===== config.mk =====
export PLATFORM = sky130hd
export DESIGN_NAME = bist_sequencer
export DESIGN_NICKNAME = d
export VERILOG_FILES = /design/src/rtl/bist_pkg.sv /design/src/rtl/bist_pattern_cnt.sv /design/src/rtl/bist_sequencer.sv
export SDC_FILE = /design/constraint.sdc
export NUM_CORES = 1
export LEC_CHECK = 0
export CAP_MARGIN = 20
export CORE_MARGIN = 4
export CORE_UTILIZATION = 39
export DETAILED_ROUTE_END_ITERATION = 8
export MAX_ROUTING_LAYER = met4
export PLACE_DENSITY = 0.77
export SYNTH_ARGS = -nofsm -noshare
export SYNTH_HDL_FRONTEND = slang
export SYNTH_SLANG_ARGS = --single-unit

===== constraint.sdc =====
create_clock -name clk -period 2.2 [get_ports clk]
set_input_delay 0.44 -clock clk [delete_from_list [all_inputs] [get_ports clk]]
set_output_delay 0.44 -clock clk [all_outputs]
set_load 0.1 [all_outputs]

===== src/rtl/bist_pkg.sv =====
// Shared types and defaults for the BIST session sequencer.
package bist_pkg;

    typedef enum logic [2:0] {
        ST_IDLE  = 3'd0,
        ST_INIT  = 3'd1,
        ST_RUN   = 3'd2,
        ST_FLUSH = 3'd3,
        ST_CHECK = 3'd4,
        ST_DONE  = 3'd5
    } state_t;

    localparam int unsigned DEF_SIG_W = 16;
    localparam int unsigned DEF_CNT_W = 8;

endpackage


===== src/rtl/bist_pattern_cnt.sv =====
// Pattern counter: clear, enable, saturation at N_PATTERNS, terminal-count flag.
module bist_pattern_cnt #(
    parameter int unsigned N_PATTERNS = 200,
    parameter int unsigned CNT_W      = bist_pkg::DEF_CNT_W
) (
    input  logic             clk,
    input  logic             reset,
    input  logic             clr,
    input  logic             en,
    output logic [CNT_W-1:0] cnt,
    output logic             tc
);

    // One extra bit so N_PATTERNS == 2**CNT_W still compares correctly.
    localparam logic [CNT_W:0] LIMIT    = (CNT_W+1)'(N_PATTERNS);
    localparam logic [CNT_W:0] LIMIT_M1 = (CNT_W+1)'(N_PATTERNS - 1);

    always_ff @(posedge clk) begin
        if (reset) begin
            cnt <= '0;
        end else if (clr) begin
            cnt <= '0;
        end else if (en && ({1'b0, cnt} != LIMIT)) begin
            cnt <= cnt + 1'b1;
        end
    end

    assign tc = en && ({1'b0, cnt} == LIMIT_M1);

endmodule


===== src/rtl/bist_sequencer.sv =====
// BIST session sequencer (Moore FSM driving PRPG/MISR, signature check).
// Optional BIST_ABORT_EN adds an `abort` input that ends a running session early.
module bist_sequencer
    import bist_pkg::*;
#(
    parameter int unsigned      N_PATTERNS = 200,
    parameter int unsigned      CNT_W      = DEF_CNT_W,
    parameter int unsigned      SIG_W      = DEF_SIG_W,
    parameter logic [SIG_W-1:0] GOLDEN_SIG = SIG_W'(16'hA5C3)
) (
    input  logic             clk,
    input  logic             reset,
    input  logic             start,
`ifdef BIST_ABORT_EN
    input  logic             abort,
`endif
    input  logic [SIG_W-1:0] misr_sig,
    output logic             lfsr_load,
    output logic             lfsr_en,
    output logic             misr_clr,
    output logic             misr_en,
    output logic             test_mode,
    output logic             busy,
    output logic             done,
    output logic             pass,
    output logic [CNT_W-1:0] pat_cnt
);

    state_t state, state_nx;
    logic   in_session;
    logic   abort_act;
    logic   cnt_clr, cnt_en, cnt_tc;
    logic   pass_q;

    assign in_session = (state == ST_INIT) || (state == ST_RUN) ||
                        (state == ST_FLUSH) || (state == ST_CHECK);

`ifdef BIST_ABORT_EN
    assign abort_act = abort && in_session;
`else
    assign abort_act = 1'b0;
`endif

    assign cnt_clr = (state == ST_INIT);
    assign cnt_en  = (state == ST_RUN) && !abort_act;

    bist_pattern_cnt #(
        .N_PATTERNS (N_PATTERNS),
        .CNT_W      (CNT_W)
    ) u_cnt (
        .clk   (clk),
        .reset (reset),
        .clr   (cnt_clr),
        .en    (cnt_en),
        .cnt   (pat_cnt),
        .tc    (cnt_tc)
    );

    always_ff @(posedge clk) begin
        if (reset) begin
            state <= ST_IDLE;
        end else begin
            state <= state_nx;
        end
    end

    always_comb begin
        state_nx = state;
        if (abort_act) begin
            state_nx = ST_DONE;
        end else begin
            unique case (state)
                ST_IDLE:  if (start) state_nx = ST_INIT;
                ST_INIT:  state_nx = ST_RUN;
                ST_RUN:   if (cnt_tc) state_nx = ST_FLUSH;
                ST_FLUSH: state_nx = ST_CHECK;
                ST_CHECK: state_nx = ST_DONE;
                ST_DONE:  if (start) state_nx = ST_INIT;
                default:  state_nx = ST_IDLE;
            endcase
        end
    end

    // Result is cleared on the edge entering INIT so it never shows a stale pass.
    always_ff @(posedge clk) begin
        if (reset) begin
            pass_q <= 1'b0;
        end else if (abort_act) begin
            pass_q <= 1'b0;
        end else if (state == ST_CHECK) begin
            pass_q <= (misr_sig == GOLDEN_SIG);
        end else if (((state == ST_IDLE) || (state == ST_DONE)) && start) begin
            pass_q <= 1'b0;
        end
    end

    always_comb begin
        lfsr_load = 1'b0;
        lfsr_en   = 1'b0;
        misr_clr  = 1'b0;
        misr_en   = 1'b0;
        test_mode = 1'b0;
        done      = 1'b0;
        unique case (state)
            ST_INIT: begin
                lfsr_load = 1'b1;
                misr_clr  = 1'b1;
                test_mode = 1'b1;
            end
            ST_RUN: begin
                lfsr_en   = 1'b1;
                misr_en   = 1'b1;
                test_mode = 1'b1;
            end
            ST_FLUSH: begin
                misr_en   = 1'b1;
                test_mode = 1'b1;
            end
            ST_DONE:  done = 1'b1;
            default: ;
        endcase
    end

    assign busy = in_session;
    assign pass = pass_q;

endmodule


==> impl_metrics.tcl <==
set metrics [dict create \
    portBuffers 34 \
    clock.fmax_mhz 475 \
    ioPinCount 35 \
    cts_buffers 3 \
    routed_wl_um 1960 \
    cts-root-buf "clkbuf_4" \
    crit_start "state[0]" \
    hold_viol 0 \
    end_kind "output port" \
    n_antenna_cell 0 \
    hp-class "register to register" \
    power.density_nw_per_um2 617 \
    synth_seq_cells 12 \
    switchingPower_mw 0.280 \
    place_area_um2 1130 \
    switching_share 0.388 \
    drc 0 \
    vias 775 \
    grtUsageTotal 0.176 \
    tns_ns 0 \
    grt_max_degree 15 \
    peakVddDrop_mv 0.470 \
    cts_hold_buffers 0 \
    post_cts_buffers 0 \
    die_h_um 51.4 \
    syn_inst 90 \
    ys_warn_count 0 \
    drt_first_pass_iters 4 \
    ys.flop_type "dfxtp_1" \
    fin_nets 144 \
    pwr-share-seq 0.333 \
    total_power_mw 0.720 \
    synth_enable_flop_cells 0 \
    antenna_found_initial 0 \
    dp_cells 143 \
    required_ns 1.76 \
    grt_remaining_overflow 0 \
    syn_nets 111 \
    die_area_um2 2640 \
    p_int_mw 0.440 \
    clk_path_buf_depth 2 \
    outcome "complete, no violations" \
    setup_viol 0 \
    tightest_slew_ns 0.509 \
    start_util 0.416 \
    critical_path_class "register to output port" \
    gp_congestion 0.755 \
    drtAntennaViolNets 0 \
    core_um2 1760 \
    instances_no_fill 147 \
    synth_area_per_cell_um2 8.16 \
    fin_util 0.661 \
    clk_pin_slew_ns 0.08 \
    grt_setup_unrepaired "no" \
    place_hpwl_um 1510 \
    area_growth_pct 58.8 \
    drv_slew 0 \
    cts.sinks 12 \
    crit_path_start_kind "register" \
    layout_min_cycle_time_ns 2.11 \
    tritoncts "yes" \
    r2r_cells 3 \
    worstReg2RegStart "state[2]" \
    maxCapViolations 0 \
    row_count 15 \
    first_global_vias 773 \
    r2r_end "u_cnt.cnt[7]" \
    finalWorstSetupSlack_ns 0.0933 \
    reg2reg_slack_ns 0.45 \
    relSlewSlack 0.656 \
    mappedNetlistArea_um2 734 \
    leakage_nw 0.417 \
    clock_skew_ns 0.00481 \
    via_per_inst 5.27 \
    clk_latency_ns 0.28 \
    drt_iter0_drc 11 \
    async_reset_ff_frac 0 \
    finish.instance_area_um2 1170 \
    ys_seq_area_frac 0.327 \
    endpoint "misr_clr" \
    dieWidth_um 51.4 \
    yosysUniqueCellTypes 30 \
    h-tree-depth 1 \
    post-route-period-util 0.958 \
    cp_max_fo 9 \
    fin_hold_ws_ns 0.467 \
    comb_power_share 0.412 \
    clockPowerShare 0.255 \
    grt_pass1_wl_um 3350 \
    post_drt_wl_per_cell_um 13.3 \
    drive_gt1_frac 0.213 \
    worstPathArrival_ns 1.67 \
    dpl_worst_slack_ns 0.412 \
]
[worst min-delay path by stage]
stage / slack (ns) / endpoint / startpoint / cells past startpoint
floorplan: 0.51 / state[2] / reset / 1
global placement: 0.45 / pass / pass / 2
global route: 0.50 / pass / pass / 2
CTS: 0.47 / pass / pass / 2
detailed placement: 0.46 / pass / pass / 2
finish: 0.47 / pass / pass / 2
[registers in the layout (all words and copies together), names as in the netlist]
name,flops
u_cnt.cnt,8
state,3
pass,1
[cell families after synthesis]
family | Yosys count | share of synthesized area
AOI/OAI and AO/OA | 19 | 0.165
adders and majority gates | 2 | 0.0341
buffers and inverters | 13 | 0.0920
and+or+nand+nor | 40 | 0.330
DFF | 12 | 0.327
muxes | 2 | 0.0273
xor gates and xnor gates | 2 | 0.0239
[power groups by stage]
stage                     sequential [mW]  combinational (mW)  clock [mW]
after global placement              0.242               0.295           0
after floorplan                     0.249               0.192           0
after detailed placement            0.244               0.297           0
final                               0.240               0.297       0.183
after global routing                0.242               0.309       0.198
after CTS                           0.239               0.299       0.183
[synthesized netlist by cell type, types with 3 or more instances]
| library cell | count | area share |
|---|---|---|
| or4_1 | 3 | 0.031 |
| nor2_1 | 4 | 0.020 |
| nor4bb_1 | 3 | 0.041 |
| nand2_1 | 9 | 0.046 |
| nand4_1 | 3 | 0.026 |
| dfxtp_1 | 12 | 0.33 |
| o31ai_1 | 3 | 0.031 |
| a21oi_1 | 9 | 0.061 |
| clkbuf_1 | 3 | 0.015 |
| nand3_1 | 6 | 0.041 |
| inv_1 | 7 | 0.036 |
[layout by cell type (no fill, tap or decap), types with 2 or more instances in the layout]
master,netlist,layout
o31ai_1,3,3
clkdlybuf4s50_1,0,18
buf_4,1,9
or4_1,3,3
buf_12,0,7
nand4_1,3,3
nor4bb_1,3,3
nand3b_1,2,2
mux2i_1,2,2
clkbuf_4,0,3
dfxtp_1,12,11
a21oi_1,9,9
o32ai_1,2,2
nor2_1,4,4
o21ai_0,2,2
or3_1,2,2
nand4bb_1,2,2
nand3_1,6,6
nand2_1,9,9
ha_1,2,2
inv_1,7,6
[layer usage]
metal	wire length [um]	vias to the layer above	track usage	part of all wire
met5	0	-	-	0
met4	25	0	0.0786	0.013
met3	191	2	0.0525	0.098
met2	898	36	0.286	0.46
met1	843	342	0.199	0.43
li1	-	395	-	-
[critical path, cell delays in order, from the launching register on]
cell        delay [ns]
dfxtp_1           0.48
or3b_2            0.57
clkinvlp_4        0.15
buf_12            0.18
[layout make-up]
cell class	instances	area, um2
Timing Repair Buffer	34	388
Fill cell	164	598
Inverter	7	30.0
Sequential cell	12	241
Tap cell	25	31.3
Multi-Input combinational cell	65	439
Clock buffer	4	36.3
[timing repair]
| item | CTS | global route |
|---|---|---|
| gates resized for setup | 0 | 1 |
| setup endpoints to repair | 0 | 1 |
| endpoints found under the hold margin | 0 | 0 |
No activity file was read; power rests on OpenSTA's default activity.
